## src/rtl/mult_seq_pkg.sv

```systemverilog
// Shared constants and state encoding for the sequential multiplier.
// Optional feature: MULT_SIGNED_EN selects the two's-complement build.
package mult_seq_pkg;

    localparam int WIDTH = 32;
    localparam int ITER  = 32;
    localparam int CNT_W = 5;

    typedef logic [2:0] state_t;

    localparam state_t S_IDLE   = 3'd0;
    localparam state_t S_ABS_A  = 3'd1;
    localparam state_t S_ABS_B  = 3'd2;
    localparam state_t S_CALC   = 3'd3;
    localparam state_t S_NEG_LO = 3'd4;
    localparam state_t S_NEG_HI = 3'd5;
    localparam state_t S_DONE   = 3'd6;

    localparam logic [CNT_W-1:0] CNT_LAST = CNT_W'(ITER - 1);

endpackage

```

## src/rtl/adder.sv

```systemverilog
// 32-bit ripple-carry adder shared between the ALU and the multiplier sequencer.
module adder (
    input  logic [31:0] a,
    input  logic [31:0] b,
    input  logic        cy_in,
    output logic [31:0] sum,
    output logic        carryflag,
    output logic        overflowflag
);

    always_comb begin
        logic c;
        logic c_msb;
        c     = cy_in;
        c_msb = 1'b0;
        sum   = '0;
        for (int i = 0; i < 32; i++) begin
            sum[i] = a[i] ^ b[i] ^ c;
            if (i == 31) c_msb = c;
            c = (a[i] & b[i]) | (c & (a[i] ^ b[i]));
        end
        carryflag    = c;
        overflowflag = c_msb ^ c;
    end

endmodule

```

## src/rtl/mult_seq_ctrl.sv

```systemverilog
// Shift-and-add 32x32 multiplier that time-multiplexes one shared ripple adder.
// Define MULT_SIGNED_EN for the two's-complement build (adds ABS/NEG states).
module mult_seq_ctrl
    import mult_seq_pkg::*;
(
    input  logic                 clk,
    input  logic                 rst,
    input  logic                 start,
    input  logic [WIDTH-1:0]     a,
    input  logic [WIDTH-1:0]     b,
    output logic                 busy,
    output logic                 done,
    output logic [2*WIDTH-1:0]   product
);

    state_t             state;
    logic [WIDTH-1:0]   mcand;
    logic [WIDTH-1:0]   acc_hi;
    logic [WIDTH-1:0]   acc_lo;
    logic [CNT_W-1:0]   cnt;

    logic [WIDTH-1:0]   add_a;
    logic [WIDTH-1:0]   add_b;
    logic               add_cin;
    logic [WIDTH-1:0]   add_sum;
    logic               add_cy;

`ifdef MULT_SIGNED_EN
    logic               neg;
    logic               neg_cy;
`endif

    adder u_adder (
        .a            (add_a),
        .b            (add_b),
        .cy_in        (add_cin),
        .sum          (add_sum),
        .carryflag    (add_cy),
        .overflowflag ()
    );

    // Conditional negation is done as (x ^ mask) + carry-in so it reuses the adder.
    always_comb begin
        add_a   = '0;
        add_b   = '0;
        add_cin = 1'b0;
        case (state)
            S_CALC: begin
                add_a = acc_hi;
                add_b = acc_lo[0] ? mcand : '0;
            end
`ifdef MULT_SIGNED_EN
            S_ABS_A: begin
                add_a   = mcand ^ {WIDTH{mcand[WIDTH-1]}};
                add_cin = mcand[WIDTH-1];
            end
            S_ABS_B: begin
                add_a   = acc_lo ^ {WIDTH{acc_lo[WIDTH-1]}};
                add_cin = acc_lo[WIDTH-1];
            end
            S_NEG_LO: begin
                add_a   = acc_lo ^ {WIDTH{neg}};
                add_cin = neg;
            end
            S_NEG_HI: begin
                add_a   = acc_hi ^ {WIDTH{neg}};
                add_cin = neg_cy;
            end
`endif
            default: ;
        endcase
    end

    // product is loaded on the edge that enters DONE so it is valid while done is high.
    always_ff @(posedge clk or posedge rst) begin
        if (rst) begin
            state   <= S_IDLE;
            mcand   <= '0;
            acc_hi  <= '0;
            acc_lo  <= '0;
            cnt     <= '0;
            product <= '0;
`ifdef MULT_SIGNED_EN
            neg     <= 1'b0;
            neg_cy  <= 1'b0;
`endif
        end else begin
            case (state)
                S_IDLE: begin
                    if (start) begin
                        mcand  <= a;
                        acc_lo <= b;
                        acc_hi <= '0;
                        cnt    <= '0;
`ifdef MULT_SIGNED_EN
                        neg    <= a[WIDTH-1] ^ b[WIDTH-1];
                        state  <= S_ABS_A;
`else
                        state  <= S_CALC;
`endif
                    end
                end
`ifdef MULT_SIGNED_EN
                S_ABS_A: begin
                    mcand <= add_sum;
                    state <= S_ABS_B;
                end
                S_ABS_B: begin
                    acc_lo <= add_sum;
                    state  <= S_CALC;
                end
                S_NEG_LO: begin
                    acc_lo <= add_sum;
                    neg_cy <= add_cy;
                    state  <= S_NEG_HI;
                end
                S_NEG_HI: begin
                    acc_hi  <= add_sum;
                    product <= {add_sum, acc_lo};
                    state   <= S_DONE;
                end
`endif
                S_CALC: begin
                    {acc_hi, acc_lo} <= {add_cy, add_sum, acc_lo[WIDTH-1:1]};
                    cnt <= cnt + 1'b1;
                    if (cnt == CNT_LAST) begin
`ifdef MULT_SIGNED_EN
                        state <= S_NEG_LO;
`else
                        product <= {add_cy, add_sum, acc_lo[WIDTH-1:1]};
                        state   <= S_DONE;
`endif
                    end
                end
                S_DONE:  state <= S_IDLE;
                default: state <= S_IDLE;
            endcase
        end
    end

    assign busy = (state != S_IDLE) && (state != S_DONE);
    assign done = (state == S_DONE);

endmodule

```

## config.mk

```make
export PLATFORM = sky130hd
export DESIGN_NAME = mult_seq_ctrl
export DESIGN_NICKNAME = d
export VERILOG_FILES = /design/src/rtl/mult_seq_pkg.sv /design/src/rtl/adder.sv /design/src/rtl/mult_seq_ctrl.sv
export SDC_FILE = /design/constraint.sdc
export NUM_CORES = 1
export LEC_CHECK = 0
export ABC_AREA = 1
export CORE_MARGIN = 2
export CORE_UTILIZATION = 55
export DETAILED_ROUTE_END_ITERATION = 6
export PLACE_DENSITY = 0.82
export SETUP_SLACK_MARGIN = 0.4
export SKIP_CTS_REPAIR_TIMING = 1
export SLEW_MARGIN = 5
export SYNTH_ARGS = -nofsm -noshare
export SYNTH_HDL_FRONTEND = slang
export SYNTH_HIERARCHICAL = 1
export SYNTH_SLANG_ARGS = --single-unit
```

## constraint.sdc

```tcl
create_clock -name clk -period 24.7 [get_ports clk]
set_clock_uncertainty 0.15 [all_clocks]
set_input_delay 4.94 -clock clk [delete_from_list [all_inputs] [get_ports clk]]
set_output_delay 4.94 -clock clk [all_outputs]
set_load 0.01 [all_outputs]
```

### After elaboration in Yosys (flattened, before gate mapping)

Cells that the tools add are included.

| storage, ports and cells | value |
|---|---|
| memories kept | 0 |
| bits in latches | 0 |
| logic and storage cells | 190 |
| bits in registers | 168 |
| memory bits (writable) | 0 |
| output and inout bits | 66 |
| memory bits (read-only) | 0 |
| input bits | 67 |

| operators by class | value |
|---|---|
| eq/ne operators | 6 |
| shift-type cells | 0 |
| add/sub/neg operators | 1 |
| order comparisons | 0 |
| div/mod/pow operators | 0 |
| multiplexer cells | 12 |
| reductions and logical operators | 8 |
| multiply operators | 0 |
| bitwise operators | 157 |

Operators with widths:

| cell | number |
|---|---|
| $mux W32 | 5 |
| $pmux W32 S2 | 2 |
| $and A1 B1 Y1 | 63 |
| $xor A1 B1 Y1 | 63 |
| $or A1 B1 Y1 | 31 |
| $pmux W5 S2 | 1 |
| $reduce_and A2 Y1 | 4 |
| $mux W3 | 2 |
| $pmux W3 S2 | 1 |
| $add A5 B1 Y5 const B | 1 |
| $eq A5 B5 Y1 const B | 1 |
| $mux W5 | 1 |
| $ne A2 B2 Y1 const B | 2 |
| $eq A3 B2 Y1 const B | 1 |
| $eq A3 B3 Y1 const B | 1 |
| $logic_not A3 Y1 | 1 |
| $ne A3 B3 Y1 const B | 1 |
| $reduce_bool A3 Y1 | 1 |
| $reduce_bool A2 Y1 | 1 |
| $logic_and A1 B1 Y1 | 1 |

### Logic depth before layout (Yosys ltp)

Gate-level depths: netlist (run 1).

| depth | value |
|---|---|
| word-level depth | 66 |
| depth in mapped cells | 43 |
| depth with buffers taken out | 41 |

### Hierarchy

Netlist (run 1), hierarchy kept.

By module, submodules not included:

| module | area an instance (um2) | cells each | times used | sequential area each (um2) |
|---|---|---|---|---|
| mult_seq_ctrl | 7632.3 | 978 | 1 | 4204.0 |
| adder | 689.4 | 45 | 1 | 0.0 |

### Worst setup path after synthesis (run 1)

OpenSTA, ideal clock, no wires.

| path | value |
|---|---|
| kind | register -> register |
| start point | reg state[2] |
| end point | reg acc_hi[30] |
| cell stages (with the launch flop) | 44 |
| library setup time | 66 ps |
| required time | 24484 ps |
| period minus slack after synthesis | 13610 ps |
| setup slack | 11090 ps |
| data arrival time | 13395 ps |
| buffers on the path | 2 |
| path through | dfrtp_1 inv_2 nand3_2 buf_2 buf_2 nor2_1 fa_1 fa_1 fa_1 fa_1 fa_1 fa_1 fa_1 fa_1 fa_1 fa_1 fa_1 fa_1 [8 not listed] fa_1 fa_1 fa_1 fa_1 fa_1 fa_1 fa_1 fa_1 fa_1 fa_1 fa_1 fa_1 fa_1 inv_1 fa_1 inv_1 nand2_1 nand2_1 |

| on the way | value |
|---|---|
| longest elaborated chain between the ends | 65 |
| elaborated cells between the ends (all ways) | 131 |
| classes of those cells | eq/ne: 2; mux: 3; bitwise: 123; reduce/logical: 3 |

Ends and longest elaborated chain:

| what | RTL line | source |
|---|---|---|
| start: declaration | mult_seq_ctrl.sv:16 | `state_t state;` |
| start signal: assignment | mult_seq_ctrl.sv:77 | `state <= S_IDLE;` |
| start signal: assignment | mult_seq_ctrl.sv:99 | `state <= S_CALC;` |
| start signal: assignment | mult_seq_ctrl.sv:131 | `state <= S_DONE;` |
| $eq A3 B2 Y1 | mult_seq_ctrl.sv:47 | `case (state)` |
| $mux W32 | mult_seq_ctrl.sv:47 |  |
| via add_b[0] | mult_seq_ctrl.sv:23 | `logic [WIDTH-1:0] add_b;` |
| $and A1 B1 Y1 (2 in series) | adder.sv:20 | `c = (a[i] & b[i]) \| (c & (a[i] ^ b[i]));` |
| $or A1 B1 Y1 | adder.sv:20 |  |
| $and A1 B1 Y1 | adder.sv:20 |  |
| $or A1 B1 Y1 | adder.sv:20 |  |
| $and A1 B1 Y1 | adder.sv:20 |  |
| [50 not listed] | -- |  |
| $or A1 B1 Y1 | adder.sv:20 |  |
| $and A1 B1 Y1 | adder.sv:20 |  |
| $or A1 B1 Y1 | adder.sv:20 |  |
| $and A1 B1 Y1 | adder.sv:20 |  |
| $or A1 B1 Y1 | adder.sv:20 |  |
| $xor A1 B1 Y1 | adder.sv:18 | `sum[i] = a[i] ^ b[i] ^ c;` |
| via add_sum[31] | mult_seq_ctrl.sv:25 | `logic [WIDTH-1:0] add_sum;` |
| $pmux W32 S2 | mult_seq_ctrl.sv:88 | `case (state)` |
| end signal: assignment | mult_seq_ctrl.sv:124 | `{acc_hi, acc_lo} <= {add_cy, add_sum, acc_lo[WIDTH-1:1]};` |
| end: declaration | mult_seq_ctrl.sv:18 | `logic [WIDTH-1:0] acc_hi;` |

The timed path passes the listed nets, and every way through them passes these cells.
A chain may end at the register's enable or synchronous reset.

### Worst setup path in the final report (run 1)

| path | value |
|---|---|
| start point | reg state[1] |
| end point | reg product[62] |

| on the way | value |
|---|---|
| longest elaborated chain between the ends | 64 |
| elaborated cells between the ends (all ways) | 127 |
| classes of those cells | eq/ne: 1; mux: 2; bitwise: 123; reduce/logical: 1 |

Ends and longest elaborated chain:

| what | RTL line | source |
|---|---|---|
| $eq A3 B2 Y1 | mult_seq_ctrl.sv:47 |  |
| $mux W32 | mult_seq_ctrl.sv:47 |  |
| via add_a[0] | mult_seq_ctrl.sv:22 | `logic [WIDTH-1:0] add_a;` |
| $and A1 B1 Y1 (2 in series) | adder.sv:20 |  |
| $or A1 B1 Y1 | adder.sv:20 |  |
| $and A1 B1 Y1 | adder.sv:20 |  |
| $or A1 B1 Y1 | adder.sv:20 |  |
| $and A1 B1 Y1 | adder.sv:20 |  |
| [49 not listed] | -- |  |
| $and A1 B1 Y1 | adder.sv:20 |  |
| $or A1 B1 Y1 | adder.sv:20 |  |
| $and A1 B1 Y1 | adder.sv:20 |  |
| $or A1 B1 Y1 | adder.sv:20 |  |
| $and A1 B1 Y1 | adder.sv:20 |  |
| $or A1 B1 Y1 | adder.sv:20 |  |
| $xor A1 B1 Y1 | adder.sv:18 |  |
| via add_sum[31] | mult_seq_ctrl.sv:25 |  |
| end signal: assignment | mult_seq_ctrl.sv:130 | `product <= {add_cy, add_sum, acc_lo[WIDTH-1:1]};` |
| end: declaration | mult_seq_ctrl.sv:13 | `output logic [2*WIDTH-1:0] product` |

The timed path passes the listed nets, and every way through them passes these cells.

==> results of run 1 <==
[power by group through the flow]
stage	registers, uW	logic, uW	clock network [uW]
3_5_place_dp	383	213	0
6_report	380	214	268
4_1_cts	379	216	271
3_3_place_gp	381	206	0
2_1_floorplan	363	183	0
5_1_grt	388	245	284
[through the flow]
| step | cell area [sq um] | util | worst slack (ns) | hold WS, ns | power (uW) |
|---|---|---|---|---|---|
| 6_report | 10200 | 0.694 | 9.97 | 0.327 | 862 |
| 5_1_grt | 10200 | 0.694 | 9.37 | 0.341 | 918 |
| 4_1_cts | 10200 | 0.694 | 10.05 | 0.332 | 866 |
| 3_5_place_dp | 9570 | 0.653 | 10.21 | 0.315 | 596 |
| 3_3_place_gp | 9570 | 0.653 | 10.35 | 0.312 | 587 |
| 2_1_floorplan | 8310 | - | 11.14 | 0.303 | 546 |
[worst register-to-register path, delay by kind of cell, from the launching register on]
kind | cells | cell delay [ns]
adders and majority gates | 32 | 12.53
buffers and inverters | 4 | 0.31
DFF | 1 | 0.83
and+or+nand+nor | 4 | 0.87
[layout by cell type, fill, tap and decap left out, types with 3 or more instances in the layout]
cell type        instances
inv_1                   74
clkbuf_1                 5
fa_1                    32
clkbuf_16               17
bufinv_16                3
nand3_1                 72
clkinv_2                 3
nand4_1                 33
nand2_1                459
inv_2                    3
buf_4                    7
dfrtp_1                168
clkdlybuf4s50_1        132
nor2_1                  66
o21ai_0                 33
[per-layer routing]
| metal | track usage | vias up | part of all wire |
|---|---|---|---|
| met5 | 0 | - | 0 |
| met4 | 0.0821 | 0 | 0.018 |
| met3 | 0.0464 | 28 | 0.057 |
| met2 | 0.380 | 210 | 0.46 |
| met1 | 0.343 | 3276 | 0.46 |
| li1 | - | 3308 | - |
[worst paths after layout]
check	depth (start not counted)	slack [ns]	endpoint	startpoint
setup / recovery	40	9.97	product[62]$_DFFE_PP0P_	state[1]$_DFFE_PP0P_
hold / removal	2	0.33	product[22]$_DFFE_PP0P_	product[22]$_DFFE_PP0P_
setup reg to reg	40	9.97	product[62]$_DFFE_PP0P_	state[1]$_DFFE_PP0P_
hold reg to reg	2	0.33	product[22]$_DFFE_PP0P_	product[22]$_DFFE_PP0P_
max in group asynchronous	3	18.03	mcand[15]$_DFFE_PP0P_	rst
min in group asynchronous	2	4.92	product[24]$_DFFE_PP0P_	rst
[state kept, by name, summed over array words and instances, names as in the netlist]
register,count
product,64
acc_hi,32
acc_lo,32
mcand,32
cnt,5
state,3
[layout make-up]
type / instances / area share
clock buffers: 24 / 0.0464
clock inverters: 8 / 0.0118
repair buffers: 139 / 0.135
inverters: 78 / 0.0293
multi-input cells: 707 / 0.341
well taps: 184 / 0.0227
flip-flops and latches: 168 / 0.414
==> impl_metrics.yaml, run 1 <==
job:
  cap_violations: 0
placed_design:
  gp_congestion: 0.833
  io_buffers: 132
  dp_cells: 1276
  hpwl_microns: 11100
synth:
  netlist_area_sq_um: 8310
  ys_warn_count: 6
  syn_inst: 1020
  avgSynthCellArea_sq_um: 8.15
  synthesis.nets: 1121
clock_tree:
  clk_latency_ns: 0.42
  cts_tree: "done"
  root_buffer: "clkbuf_16"
  cts_made_buffers: 17
  htree_levels: 4
  clkTransAtPathRegs_ns: 0.06
  clockBufferDepth: 2
  clock-sinks: 168
drt:
  antenna_left: 0
  viasPerCell: 5.22
  routed_wl_microns: 18400
  dr.pass1.iters: 5
  vias: 6822
  drt_first_iter_violations: 814
  route.detailed.drc: 0
  drt-wirelength-per-cell_microns: 14.1
global_route:
  grt_overflow: 0
  grt_max_degree: 111
  first_global_vias: 6575
  grt_use_total: 0.242
  antenna_found_initial: 0
  grt_pass1_wl_microns: 31400
worst_setup_path:
  cp_slowest_cell: "dfrtp_1"
  path_max_fanout: 39
  cp.required_ns: 24.91
  arrival_ns: 14.94
  cpMostUsedCell: "fa_1"
  cp_num_buf_inv: 4
  crit_path_start_kind: "flop"
  cp_slowest_stage_delay_ns: 0.83
  path_class: "flop to flop"
  cp-end-kind: "flop"
  critical-path-top-delay-family: "adder cells"
cells_and_area:
  areaGrowthSynthToFinish_pct: 22.3
  nets: 1212
  diodes: 0
  num-fill-cells: 1167
  seqCellArea_sq_um: 4200
  multi_input_area_sq_um: 3460
  layout-drive-gt1-share: 0.0400
  final_cells: 1308
timing:
  relSlewSlack: 0.199
  worstMarginPinSlew_ns: 1.20
  layout_worst_path_cycle_share: 0.596
  hold_violations: 0
  setup_tns_ns: 0
  finalSetupViolations: 0
  max_freq_mhz: 67.9
  final_max_slew_viol_count: 0
  rsz0062_at_grt: "no"
  period_needed_ns: 14.73
floorplan:
  rows: 44
  core_sq_um: 14600
  die_width_microns: 127
  io_pins: 133
  die_area_sq_um: 16100
  die_h_microns: 127
  start_util: 0.567
status:
  outcome: "completed"
power:
  combPwrFrac: 0.248
  p_switching_uw: 297
  clockPowerShare: 0.311
  p_per_area_nw_per_um2: 84.8
  p_leak_uw: 0.00516
  worst_ir_drop_vdd_v: 0.0000848
  cell_internal_pwr_uw: 565
  p_sw_frac: 0.344
  p_seq_frac: 0.441
hold_path:
  min_path_type: "flop to flop"
(Power assumes the default switching activity.)
==> run 2: changes to the inputs <==
CORE_UTILIZATION = 54   (was 55)
PLACE_DENSITY = 0.8   (was 0.82)
clock period = 13.7 ns   (was 24.7 ns; I/O delays follow)
==> impl_metrics.yaml, run 2 (same netlist as run 1, synthesis figures left out) <==
status:
  outcome: "completed"
drt:
  antenna_left: 0
  dr.pass1.iters: 5
  drt_first_iter_violations: 627
  highest_layer: "met4"
  viasPerCell: 5.21
  drt-wirelength-per-cell_microns: 14.2
  wl_met2_microns: 8850
  vias: 6841
  wl_met1_microns: 8410
  route.detailed.drc: 0
  routed_wl_microns: 18700
  wl_met3_microns: 1140
floorplan:
  die_area_sq_um: 16400
  rows: 45
  die_h_microns: 128
  die_width_microns: 128
  start_util: 0.549
  io_pins: 133
  core_sq_um: 15100
timing:
  rsz0062_at_grt: "no"
  max_freq_mhz: 76.7
  finalSetupViolations: 0
  hold_violations: 0
  setup_tns_ns: 0
  relSlewSlack: 0.176
  period_needed_ns: 13.04
  layout_worst_path_cycle_share: 0.952
  final_max_slew_viol_count: 0
  worst_slack_ns: 0.661
  worstMarginPinSlew_ns: 1.23
cells_and_area:
  areaGrowthSynthToFinish_pct: 23.5
  largest_reg_flops: 64
  num-fill-cells: 1229
  regMostFlops: "product"
  final_cell_mix: "nand2_1 (459), dfrtp_1 (167), clkdlybuf4s50_1 (132)"
  nets: 1215
  final_area_sq_um: 10300
  layout-drive-gt1-share: 0.0631
  diodes: 0
  final_common_cell: "nand2_1"
placed_design:
  pre_cts_ws_ns: 0.207
  io_buffers: 132
  gp_congestion: 0.815
  hpwl_microns: 10900
  placed_area_sq_um: 9610
worst_setup_path:
  r2r_slack_ns: 0.66
  r2r-start: "state[2]$_DFFE_PP0P_"
  crit_path_start_kind: "flop"
  arrival_ns: 13.25
  r2r_end: "product[62]$_DFFE_PP0P_"
  path_max_fanout: 3
  ff2ff_path_depth: 41
  startpoint: "state[2]$_DFFE_PP0P_"
  cp_slowest_stage_delay_ns: 0.44
  cp.required_ns: 13.91
  cp_slowest_cell: "dfrtp_2"
  endpoint: "product[62]$_DFFE_PP0P_"
  cpMostUsedCell: "fa_2"
  cp-end-kind: "flop"
  path_class: "flop to flop"
job:
  cap_violations: 0
clock_tree:
  cts_tree: "done"
  cts_made_buffers: 17
  htree_levels: 4
  root_buffer: "clkbuf_16"
  clkTransAtPathRegs_ns: 0.06
  clk_latency_ns: 0.43
  clock-sinks: 168
  clockBufferDepth: 2
power:
  p_per_area_nw_per_um2: 153
  p_leak_uw: 0.00514
  worst_ir_drop_vdd_v: 0.0000911
  p_switching_uw: 539
  clockPowerShare: 0.316
  cell_internal_pwr_uw: 1040
  p_sw_frac: 0.342
  p_seq_frac: 0.423
  combPwrFrac: 0.261
global_route:
  grt_overflow: 0
  grt_max_degree: 101
  grt_pass1_wl_microns: 31700
  first_global_vias: 6534
  grt_use_total: 0.243
  antenna_found_initial: 0
hold_path:
  min_path_type: "flop to flop"
  hold_depth: 2
run 2: cell types whose count changed in the layout (fill, tap and decap cells not counted), moves of 2 or more:
cell      before  now
clkbuf_8       2    5
fa_2           0   19
fa_1          32   13
clkbuf_1       5    1
buf_4          7    9
run 2: cell type report:
type,count,area [sq um],area share
clock buffers,23,498,0.0485
repair buffers,142,1400,0.136
flip-flops and latches,168,4210,0.410
multi-input cells,707,3510,0.342
well taps,188,235,0.0229
clock inverters,8,118,0.0115
inverters,78,300,0.0292
run 2: how the worst min path moves through the flow:
stage                                 start                       to
finish              product[11]$_DFFE_PP0P_  product[11]$_DFFE_PP0P_
global route        product[18]$_DFFE_PP0P_  product[18]$_DFFE_PP0P_
CTS                 product[11]$_DFFE_PP0P_  product[11]$_DFFE_PP0P_
detailed placement  product[11]$_DFFE_PP0P_  product[11]$_DFFE_PP0P_
global placement    product[19]$_DFFE_PP0P_  product[19]$_DFFE_PP0P_
floorplan              mcand[0]$_DFFE_PP0P_     mcand[0]$_DFFE_PP0P_
run 2: through the flow:
step / power, uW / hold WS [ns] / util / cells
after global placement: 1070 / 0.311 / 0.634 / 1283
after CTS: 1580 / 0.331 / 0.675 / 1314
after floorplan: 990 / 0.303 / - / 1020
after detailed placement: 1080 / 0.314 / 0.634 / 1283
after global routing: 1680 / 0.341 / 0.678 / 1314
final: 1580 / 0.326 / 0.678 / 1314
run 2: power groups by stage:
stage | Combinational [uW] | Sequential, uW | Clock (uW)
floorplan | 335 | 655 | 0
global placement | 397 | 670 | 0
detailed placement | 407 | 673 | 0
CTS | 412 | 665 | 504
global route | 469 | 679 | 527
finish | 411 | 666 | 498
run 2: worst max-delay path: cells and delay by family (launching register included):
| kind | cells | cell delay [ns] |
|---|---|---|
| adder cells (fa/ha/maj) | 32 | 11.73 |
| AND/OR/NAND/NOR | 4 | 0.31 |
| flip-flops | 1 | 0.44 |
| buffers and inverters | 5 | 0.32 |
run 2: routing by layer:
metal	vias up	global-route usage
met2	261	0.387
li1	3313	-
met3	21	0.0459
met4	0	0.0743
met5	-	0
met1	3246	0.344
